`config.mk`:
```
export PLATFORM = sky130hd
export DESIGN_NAME = register_writeback_queue
export DESIGN_NICKNAME = d
export VERILOG_FILES = /design/src/rtl/register_writeback_queue.sv
export SDC_FILE = /design/constraint.sdc
export NUM_CORES = 1
export LEC_CHECK = 0
export CAP_MARGIN = 15
export CORE_MARGIN = 5
export CORE_UTILIZATION = 55
export DETAILED_ROUTE_END_ITERATION = 8
export DONT_BUFFER_PORTS = 1
export PLACE_DENSITY = 0.73
export SETUP_SLACK_MARGIN = 0.4
export SYNTH_ARGS = -nofsm -noshare
export SYNTH_HDL_FRONTEND = slang
export SYNTH_SLANG_ARGS = --single-unit
```
`constraint.sdc`:
```
create_clock -name clk -period 2 [get_ports clk]
set_input_delay 0.3 -clock clk [delete_from_list [all_inputs] [get_ports clk]]
set_output_delay 0.3 -clock clk [all_outputs]
set_load 0.005 [all_outputs]
```
`src/rtl/register_writeback_queue.sv`:
```
// Register write-back queue: buffers {dest, data} writes and issues one per cycle to the register file.
// Define WB_FORWARD_EN to build the youngest-match forwarding data path on a/b_fwd_data.
module register_writeback_queue #(
  parameter int DEPTH = 4
) (
  input  logic                       clk,
  input  logic                       reset,
  input  logic                       wr_valid,
  output logic                       wr_ready,
  input  logic [3:0]                 wr_dest,
  input  logic [31:0]                wr_data,
  input  logic                       drain_hold,
  output logic [31:0]                data_in,
  output logic [3:0]                 decoder_control,
  output logic                       load_enable,
  input  logic [3:0]                 a_select,
  input  logic [3:0]                 b_select,
  output logic                       a_pending,
  output logic                       b_pending,
  output logic [31:0]                a_fwd_data,
  output logic [31:0]                b_fwd_data,
  output logic [$clog2(DEPTH):0]     count
);

  localparam int AW = $clog2(DEPTH);

  logic [3:0]    dest_q [DEPTH];
  logic [31:0]   data_q [DEPTH];
  logic [AW-1:0] head_q, head_d;
  logic [AW-1:0] tail_q, tail_d;
  logic [AW:0]   count_q, count_d;
  logic          accept;
  logic          pop;
  logic          not_empty;

  assign not_empty       = (count_q != '0);
  // wr_ready looks only at the registered count, so a pop never frees a slot in its own cycle
  assign wr_ready        = (count_q < (AW+1)'(DEPTH));
  assign accept          = wr_valid && wr_ready;
  assign load_enable     = not_empty && !drain_hold && !reset;
  assign pop             = load_enable;
  assign data_in         = not_empty ? data_q[head_q] : 32'd0;
  assign decoder_control = not_empty ? dest_q[head_q] : 4'd0;
  assign count           = count_q;

  always_comb begin
    head_d  = head_q;
    tail_d  = tail_q;
    count_d = count_q;
    if (accept) tail_d = tail_q + 1'b1;
    if (pop)    head_d = head_q + 1'b1;
    case ({accept, pop})
      2'b10:   count_d = count_q + 1'b1;
      2'b01:   count_d = count_q - 1'b1;
      default: count_d = count_q;
    endcase
  end

  always_ff @(posedge clk) begin
    if (reset) begin
      head_q  <= '0;
      tail_q  <= '0;
      count_q <= '0;
    end else begin
      head_q  <= head_d;
      tail_q  <= tail_d;
      count_q <= count_d;
    end
  end

  // Entry storage carries no reset; occupancy is defined solely by head/count
  always_ff @(posedge clk) begin
    if (accept) begin
      dest_q[tail_q] <= wr_dest;
      data_q[tail_q] <= wr_data;
    end
  end

  logic [31:0] a_match_data, b_match_data;

  // Walk oldest to youngest so the last hit is the youngest matching entry
  always_comb begin
    logic [AW-1:0] idx;
    a_pending    = 1'b0;
    b_pending    = 1'b0;
    a_match_data = 32'd0;
    b_match_data = 32'd0;
    idx          = '0;
    for (int k = 0; k < DEPTH; k++) begin
      idx = head_q + AW'(k);
      if ((AW+1)'(k) < count_q) begin
        if (dest_q[idx] == a_select) begin
          a_pending    = 1'b1;
          a_match_data = data_q[idx];
        end
        if (dest_q[idx] == b_select) begin
          b_pending    = 1'b1;
          b_match_data = data_q[idx];
        end
      end
    end
  end

`ifdef WB_FORWARD_EN
  assign a_fwd_data = a_match_data;
  assign b_fwd_data = b_match_data;
`else
  logic unused_fwd;
  assign unused_fwd = ^{a_match_data, b_match_data};
  assign a_fwd_data = 32'd0;
  assign b_fwd_data = 32'd0;
`endif

endmodule

```
Word level (Yosys, flattened, before mapping):

Memory sizes are Yosys's and may differ from the RTL's. A register that Yosys moved wholly into a read port is not among the register bits.
Cells that the tools add are included.

* $lt $le $gt $ge: 5
* equal/unequal tests: 10
* muxes and demuxes: 25
* add/sub/neg operators: 6
* reduce and logical (&&, ||, !) cells: 7

Operator list (number)
* $eq 4x4->1: 8
* $mux 32: 1
* $mux 1: 18
* $mux 2: 4
* $lt 1x3->1 const A: 2
* $lt 2x3->1 const A: 2
* $pmux 3 s2: 1
* $add 2x1->2 const B: 2
* $add 2x2->2 const B: 2
* $mux 4: 1
* $add 3x1->3 const B: 1
* $logic_and 1x1->1: 3
* $lt 3x3->1 const B: 1
* $reduce_bool 3->1: 1
* $sub 3x1->3 const B: 1
* $eq 2x1->1 const B: 1
* $eq 2x2->1 const B: 1
* $logic_not 1->1: 2
* $reduce_bool 2->1: 1

* register bits after elaboration: 7
* input port bits: 48
* memories: 2
* bits in writable memories: 144

Memory list
* data_q: words 4, width 32, read ports 1, clocked after memory_dff 1, write ports 1, line 28 `logic [31:0] data_q [DEPTH];`
* dest_q: words 4, width 4, read ports 4, clocked after memory_dff 1, write ports 1, line 27 `logic [3:0] dest_q [DEPTH];`

Longest topological paths before layout:

Gate-level depths: netlist (run 1).

* word-level depth: 9
* depth in mapped cells: 9

Worst setup path before layout (run 1):

OpenSTA, ideal clock, no wires.

* path type: register to register
* start point: reg count_q[0] (netlist: count[0])
* end point: reg count_q[2] (netlist: count[2])
* path slack: -174 ps
* required time: 1930 ps
* cell stages (with the launch flop): 9
* buffers on the path: 1
* period minus slack after synthesis: 2174 ps
* arrival time: 2104 ps
* path through: dfxtp_1 -> inv_1 -> ha_1 -> nor2b_1 -> clkbuf_1 -> nor3_1 -> ha_1 -> or3_1 -> a21oi_1

* longest elaborated chain between the ends: 5
* elaborated cells on any way between the ends: 11
* those cells by class: add/sub (2); order compare (1); eq/ne (2); mux (1); reduce/logical (5)

RTL lines
* from (decl): line 31 `logic [AW:0] count_q, count_d;`
* from (signal assigned): line 67 `count_q <= count_d;`
* $reduce_bool 3->1 (*): line 36 `assign not_empty = (count_q != '0);`
* $logic_and 1x1->1 (*) (2 in series): line 40 `assign load_enable = not_empty && !drain_hold && !reset;`
* via load_enable: line 15 `output logic load_enable,`
* $eq 2x1->1 / $eq 2x2->1 (equally long branches): line 52 `case ({accept, pop})`
* $pmux 3 s2 / $reduce_bool 2->1 (equally long branches)

Mark *: on every way through the listed nets, which the timed path passes. The rest lies on a longest branch.
A chain may end at the register's enable or synchronous reset.

Worst setup path in the final report (run 1):

* start point: reg head_q[0]
* end point: out a_pending

* longest elaborated chain between the ends: 9
* elaborated cells on any way between the ends: 13
* those cells by class: add/sub (3); eq/ne (3); mux (6); memory (1)

RTL lines
* from (decl): line 29 `logic [AW-1:0] head_q, head_d;`
* from (signal assigned): line 61 `head_q <= '0;`
* from (signal assigned): line 65 `head_q <= head_d;`
* $add 2x1->2: line 90 `idx = head_q + AW'(k);`
* $mem_v2 4x4 (*)
* $eq 4x4->1: line 92 `if (dest_q[idx] == a_select) begin`
* $mux 1: line 92
* $mux 1: line 91 `if ((AW+1)'(k) < count_q) begin`
* $mux 1: line 92
* $mux 1: line 91
* $mux 1: line 92
* $mux 1 (*): line 91
* to (decl): line 18 `output logic a_pending,`

Every way passes the cells marked *; elsewhere a longest branch is shown, timed or not.

==> results of run 1 <==
-- worst max-delay path by stage --
| stage | endpoint | start | slack (ns) |
|---|---|---|---|
| after floorplan | a_pending | head_q[0] | -0.05 |
| after global placement | a_pending | head_q[0] | -0.09 |
| after detailed placement | a_pending | head_q[0] | -0.16 |
| after CTS | a_pending | dest_q[2][3] | -0.52 |
| after global routing | a_pending | head_q[0] | -0.63 |
| final | a_pending | head_q[0] | -0.52 |
-- through the flow --
step | instance area (um^2) | total power [mW] | setup TNS (ns) | util [%]
2_1_floorplan | 7520 | 5.60 | -0.0477 | -
3_3_place_gp | 7490 | 6.06 | -0.0938 | 57.2
3_5_place_dp | 7490 | 6.10 | -0.168 | 57.2
4_1_cts | 9150 | 10.6 | -7.11 | 69.9
5_1_grt | 9460 | 11.4 | -9.23 | 72.3
6_report | 9460 | 10.9 | -6.84 | 72.3
-- cells by family after synthesis --
logic type               share of synthesized area (%)
AND/OR/NAND/NOR                                   5.81
AO/OA/AOI/OAI                                     1.09
XOR/XNOR                                          4.58
flip-flops                                        62.2
buffers and inverters                             8.58
multiplexers                                      16.1
other                                           0.0518
adder cells (fa/ha/maj)                           1.56
-- power groups by stage --
stage	Combinational (mW)	Clock, mW	Sequential, mW
5_1_grt	3.91	3.54	3.94
6_report	3.68	3.34	3.92
3_3_place_gp	2.11	0	3.95
4_1_cts	3.26	3.39	3.91
3_5_place_dp	2.13	0	3.97
2_1_floorplan	1.70	0	3.90
-- layout make-up --
type                            instances  area [um^2]
Sequential cell                       153         4530
Multi-Input combinational cell        257         2770
Tap cell                              176          220
Antenna cell                            1         2.50
Fill cell                             779         3620
Clock inverter                         15          201
Inverter                                8         32.5
Clock buffer                           17          425
Timing Repair Buffer                  111         1280
-- registers in the layout, summed over array words and instances (netlist names), named ones only --
| register | flops |
|---|---|
| count | 3 |
| data_q | 128 |
| dest_q | 16 |
| head_q | 2 |
| tail_q | 2 |
-- cell usage in the layout, fill, tap and decap left out, drive strengths merged --
master,n
nor4,1
a21boi,1
a32oi,1
a21oi,6
buf,73
mux4,44
edfxtp,144
xor2,16
or2,1
nor4b,1
clkinvlp,1
nand3,3
clkbuf,18
dfxtp,9
nor2b,37
a2bb2oi,1
or3,1
clkinv,2
diode,1
or4,1
a31oi,1
nand4,4
mux2,1
bufinv,3
nor2,14
ha,9
conb,64
o21ai,2
xnor2,21
inv,17
dlygate4sd3,37
and2,4
mux2i,14
a211oi,1
nor3,5
nand2,3
-- cells in the mapped netlist, types with 5 or more instances --
| master | number | area, um^2 |
|---|---|---|
| a21oi_1 | 6 | 30.0 |
| buf_4 | 65 | 488 |
| clkbuf_1 | 12 | 45.0 |
| dfxtp_1 | 9 | 180 |
| edfxtp_1 | 144 | 4320 |
| ha_1 | 9 | 113 |
| inv_1 | 7 | 26.3 |
| mux2i_1 | 14 | 140 |
| mux4_1 | 6 | 158 |
| mux4_2 | 38 | 856 |
| nor2_1 | 14 | 52.6 |
| nor2b_1 | 37 | 231 |
| nor3_1 | 5 | 25.0 |
| xnor2_1 | 20 | 175 |
| xor2_1 | 16 | 140 |
-- worst max-delay path, cell delays in order, from the launching register on --
cell and delay (ns):
dfxtp_4 0.42, buf_4 0.22, mux2i_2 0.26, xor2_1 0.10, a32oi_1 0.30, nor4b_2 0.09
or4_4 0.43
-- per-layer routing --
layer  track usage (%)  up-vias  wire length (um)
met5                 0        -                 0
met4              6.77        0               242
met3              6.13       22              1060
met2              33.3      154              8110
met1              25.0     1997              6310
li1                  -     1754                 -
-- repair_timing --
action | in CTS | in global routing
hold buffers | 37 | 0
setup buffers | 17 | 7
gates cloned | 8 | 1
gates resized for setup | 91 | 55
endpoints found under the setup margin | 187 | 46
pin swaps | 11 | 9
endpoints found under the hold margin | 153 | 0
==> flow_metrics.env, run 1 <==
export IMPL_status="finished with violations"
export IMPL_violations="negative setup slack"
export IMPL_drv_slew=0
export IMPL_ys_types=37
export IMPL_fin_ws_ns=-0.517
export IMPL_hold_viol=0
export IMPL_synth_flop_cell="edfxtp_1"
export IMPL_via_per_inst=5.32
export IMPL_grt_pass1_wl_mm=23.5
export IMPL_cts_tree="yes"
export IMPL_ys_seq_elements=153
export IMPL_reg2regPathDepth=9
export IMPL_drt_first_pass_iters=4
export IMPL_fin_hold_ws_ns=0.163
export IMPL_crit_path_max_fanout=8
export IMPL_worst_setup_path_type="register to output pin"
export IMPL_drcViolationCount=0
export IMPL_seq_area_frac_synth_pct=62.2
export IMPL_p_leak_nw=3.43
export IMPL_cts_buffers=17
export IMPL_ios=155
export IMPL_drt_iter0_drc=222
export IMPL_start_kind="register"
export IMPL_cts_root_buffer="clkbuf_16"
export IMPL_seqPwrFrac_pct=35.8
export IMPL_wl_mm=15.7
export IMPL_clock_power_share_pct=30.5
export IMPL_finalSetupViolations=34
export IMPL_place_ws_ns=-0.158
export IMPL_clk_pin_slew_worst_paths_ns=0.06
export IMPL_max_freq_mhz=397
export IMPL_dr_total_vias=3927
export IMPL_start_util_pct=55.3
export IMPL_grt_use_total_pct=20.0
export IMPL_r2r_end="count[2]"
export IMPL_synth_cells=439
export IMPL_yosys_warnings=0
export IMPL_irDropWorstVdd_uv=705
export IMPL_grt_pass1_vias=4088
export IMPL_r2r_start="count[0]"
export IMPL_dpl_cell_count=635
export IMPL_cp_arrival_ns=2.22
export IMPL_hp_class="input port to register"
export IMPL_clk_latency_ns=0.41
export IMPL_avgSynthCellArea_um2=16.5
export IMPL_skew_ns=0.00586
export IMPL_finalNonFillerCells=738
export IMPL_swShare_pct=28.5
export IMPL_cap_viol_max_count=0
export IMPL_die_y_um=125
export IMPL_cts_num_sinks=153
export IMPL_synthArstFlopShare_pct=0
export IMPL_p_int_mw=7.82
export IMPL_synth_edf_count=144
export IMPL_row_count=42
export IMPL_io_buffers=0
export IMPL_fin_crit_sh_pct=126
export IMPL_clock_path_buffers=2
export IMPL_syn_to_final_growth_pct=30.7
export IMPL_hold_path_depth=3
export IMPL_rsz0062_at_grt="yes"
export IMPL_die_x_um=125
export IMPL_power_frac_comb_pct=33.7
export IMPL_drive_gt1_share_pct=40.6
export IMPL_grt_max_degree=20
export IMPL_required_ns=1.70
export IMPL_p_per_area_nw_per_um2=1160
export IMPL_nets=605
export IMPL_hp_start="drain_hold"
export IMPL_post_route_min_period_ns=2.52
export IMPL_rrSetupSlack_ns=0.10
export IMPL_antenna_left=0
export IMPL_dp_hpwl_mm=8.67
export IMPL_core_um2=13100
export IMPL_endpoint_kind="output pin"
export IMPL_cts_htree_levels=4
export IMPL_wl_per_cell_um=21.3
export IMPL_dieArea_um2=15600
export IMPL_gp_congestion=0.861
export IMPL_grt_ovfl_total=0
export IMPL_power_net_switching_mw=3.12
export IMPL_antenna_found_initial=1
export IMPL_netlist_area_um2=7240
(Power assumes the default switching activity.)
==> run 2: changes to the inputs <==
--- a/config.mk
+++ b/config.mk
@@ -7,10 +7,10 @@
 export LEC_CHECK = 0
 export CAP_MARGIN = 15
 export CORE_MARGIN = 5
-export CORE_UTILIZATION = 55
+export CORE_UTILIZATION = 35
 export DETAILED_ROUTE_END_ITERATION = 8
 export DONT_BUFFER_PORTS = 1
-export PLACE_DENSITY = 0.73
+export PLACE_DENSITY = 0.51
 export SETUP_SLACK_MARGIN = 0.4
 export SYNTH_ARGS = -nofsm -noshare
 export SYNTH_HDL_FRONTEND = slang
==> run 2 against run 1 <==
The flow still finishes with violations (negative setup slack). Clock skew up 0.0014 ns. Non-clock buffer count down 5. Critical path depth down 1. First-iteration DRC count down 45%. Routed wire length down 1.9%. Critical path type unchanged. Highest routed layer unchanged.
==> flow_metrics.env, run 2 (synthesized netlist as in run 1, its figures left out) <==
export IMPL_hp_class="input port to register"
export IMPL_grt_pass1_wl_mm=23.1
export IMPL_dieArea_um2=23700
export IMPL_start_kind="register"
export IMPL_ios=155
export IMPL_nets=600
export IMPL_grt_max_degree=24
export IMPL_wl_mm=15.4
export IMPL_globalRouteMet1Util_pct=16.3
export IMPL_skew_ns=0.00726
export IMPL_worst_path_buf_inv=0
export IMPL_largest_reg_flops=128
export IMPL_antenna_left=0
export IMPL_rsz0062_at_grt="yes"
export IMPL_grt_ovfl_total=0
export IMPL_core_um2=20300
export IMPL_crit_slowest_cell="mux4_2"
export IMPL_hold_path_depth=4
export IMPL_cts_htree_levels=4
export IMPL_clock_power_share_pct=29.5
export IMPL_max_freq_mhz=397
export IMPL_seqPwrFrac_pct=37.2
export IMPL_fin_hold_ws_ns=0.179
export IMPL_grt_pass1_vias=3963
export IMPL_power_frac_comb_pct=33.3
export IMPL_power_net_switching_mw=2.96
export IMPL_path_delay_family="simple AND/OR/NAND/NOR gates"
export IMPL_fin_crit_sh_pct=126
export IMPL_syn_to_final_growth_pct=29.8
export IMPL_rrSetupSlack_ns=0.09
export IMPL_cap_viol_max_count=0
export IMPL_via_per_inst=4.58
export IMPL_worst_setup_path_type="register to output pin"
export IMPL_num_antenna_cells=0
export IMPL_final_common_cell="edfxtp_1"
export IMPL_die_x_um=154
export IMPL_top_usage_layer="met2"
export IMPL_path_cells="mux4_2, xnor2_1, nand2_1, nor4_2, or4_4"
export IMPL_drcViolationCount=0
export IMPL_largest_register="data_q"
export IMPL_endpoint_kind="output pin"
export IMPL_row_count=52
export IMPL_start_util_pct=35.7
export IMPL_slowest_delay_ns=0.55
export IMPL_dr_total_vias=3785
export IMPL_drt_first_pass_iters=4
export IMPL_required_ns=1.70
export IMPL_p_int_mw=7.53
export IMPL_antenna_found_initial=0
export IMPL_crit_path_max_fanout=5
export IMPL_clock_path_buffers=2
export IMPL_fin_ws_ns=-0.516
export IMPL_swShare_pct=28.2
export IMPL_io_buffers=0
export IMPL_violations="negative setup slack"
export IMPL_dpl_cell_count=731
export IMPL_grt_use_total_pct=13.0
export IMPL_clk_latency_ns=0.41
export IMPL_cts_tree="yes"
export IMPL_finalSetupViolations=34
export IMPL_cts_root_buffer="clkbuf_16"
export IMPL_drive_gt1_share_pct=37.2
export IMPL_dp_hpwl_mm=9.68
export IMPL_post_route_min_period_ns=2.52
export IMPL_drt_iter0_drc=121
export IMPL_final_cell_mix="edfxtp_1, conb_1, mux4_2, buf_4, dlygate4sd3_1"
export IMPL_status="finished with violations"
export IMPL_finalNonFillerCells=826
export IMPL_clk_pin_slew_worst_paths_ns=0.06
export IMPL_p_per_area_nw_per_um2=1120
export IMPL_use_met2_pct=21.1
export IMPL_reg2regPathDepth=11
export IMPL_use_met3_pct=4.81
export IMPL_post_route_util_pct=46.3
export IMPL_cts_num_sinks=153
export IMPL_irDropWorstVdd_uv=582
export IMPL_cp_num_cells=5
export IMPL_die_y_um=154
export IMPL_cp_arrival_ns=2.22
export IMPL_gp_congestion=0.763
export IMPL_wl_per_cell_um=18.7
export IMPL_p_leak_nw=3.33
export IMPL_hold_viol=0
export IMPL_drv_slew=0
export IMPL_cts_buffers=17
run 2: cell count changes in the layout (fill, tap and decap cells not counted), moves of 2 or more:
cell / change
buf_6: -5
clkinvlp_4: +2
inv_8: -3
mux2i_1: +7
buf_12: +6
buf_8: -3
buf_16: -3
clkinv_1: +2
mux2i_2: -6
nor2b_4: -3
inv_6: -3
clkbuf_1: +2
nor2b_1: +2
run 2: worst min-delay path, stage by stage:
cell     delay, ns
nor2_4        0.02
nand2_2       0.07
xnor2_2       0.11
nor2_1        0.05
run 2: metrics by stage:
stage	setup TNS (ns)	instance area [um^2]	setup slack, ns	power (mW)
floorplan	-0.0477	7520	-0.0477	5.60
global placement	-0.177	7660	-0.165	6.12
detailed placement	-0.205	7660	-0.186	6.15
CTS	-6.31	9090	-0.532	10.2
global route	-7.04	9390	-0.613	11.0
finish	-4.02	9390	-0.516	10.5
run 2: cell type report:
class	instances	area [um^2]
fillers	1763	10900
flip-flops and latches	153	4530
multi-input cells	257	2700
repair buffers	106	1220
clock buffers	19	433
well taps	270	338
clock inverters	13	143
inverters	8	32.5
run 2: worst paths after layout:
kind	start	end
setup reg to reg	count[0]	register
hold / removal	drain_hold	head_q[1]
hold reg to reg	count[1]	count[1]
setup / recovery	dest_q[2][3]	a_pending
run 2: layer usage:
metal	part of all wire (%)	routed length (um)
met5	0	0
met4	0.95	146
met3	7.6	1180
met2	49	7620
met1	42	6480
run 2: timing repair:
| action | in CTS | in global routing |
|---|---|---|
| gates cloned | 5 | 1 |
| hold endpoints to repair | 153 | 0 |
| pin swaps | 11 | 8 |
| endpoints found under the setup margin | 113 | 191 |
| hold buffers | 37 | 0 |
| buffers inserted | 10 | 10 |
| resized for setup | 69 | 50 |
run 2: power by group through the flow:
stage	clock network, mW	logic, mW	registers (mW)
after floorplan	0	1.70	3.90
after global placement	0	2.16	3.96
after detailed placement	0	2.17	3.98
after CTS	3.17	3.13	3.91
after global routing	3.34	3.75	3.94
final	3.09	3.49	3.91
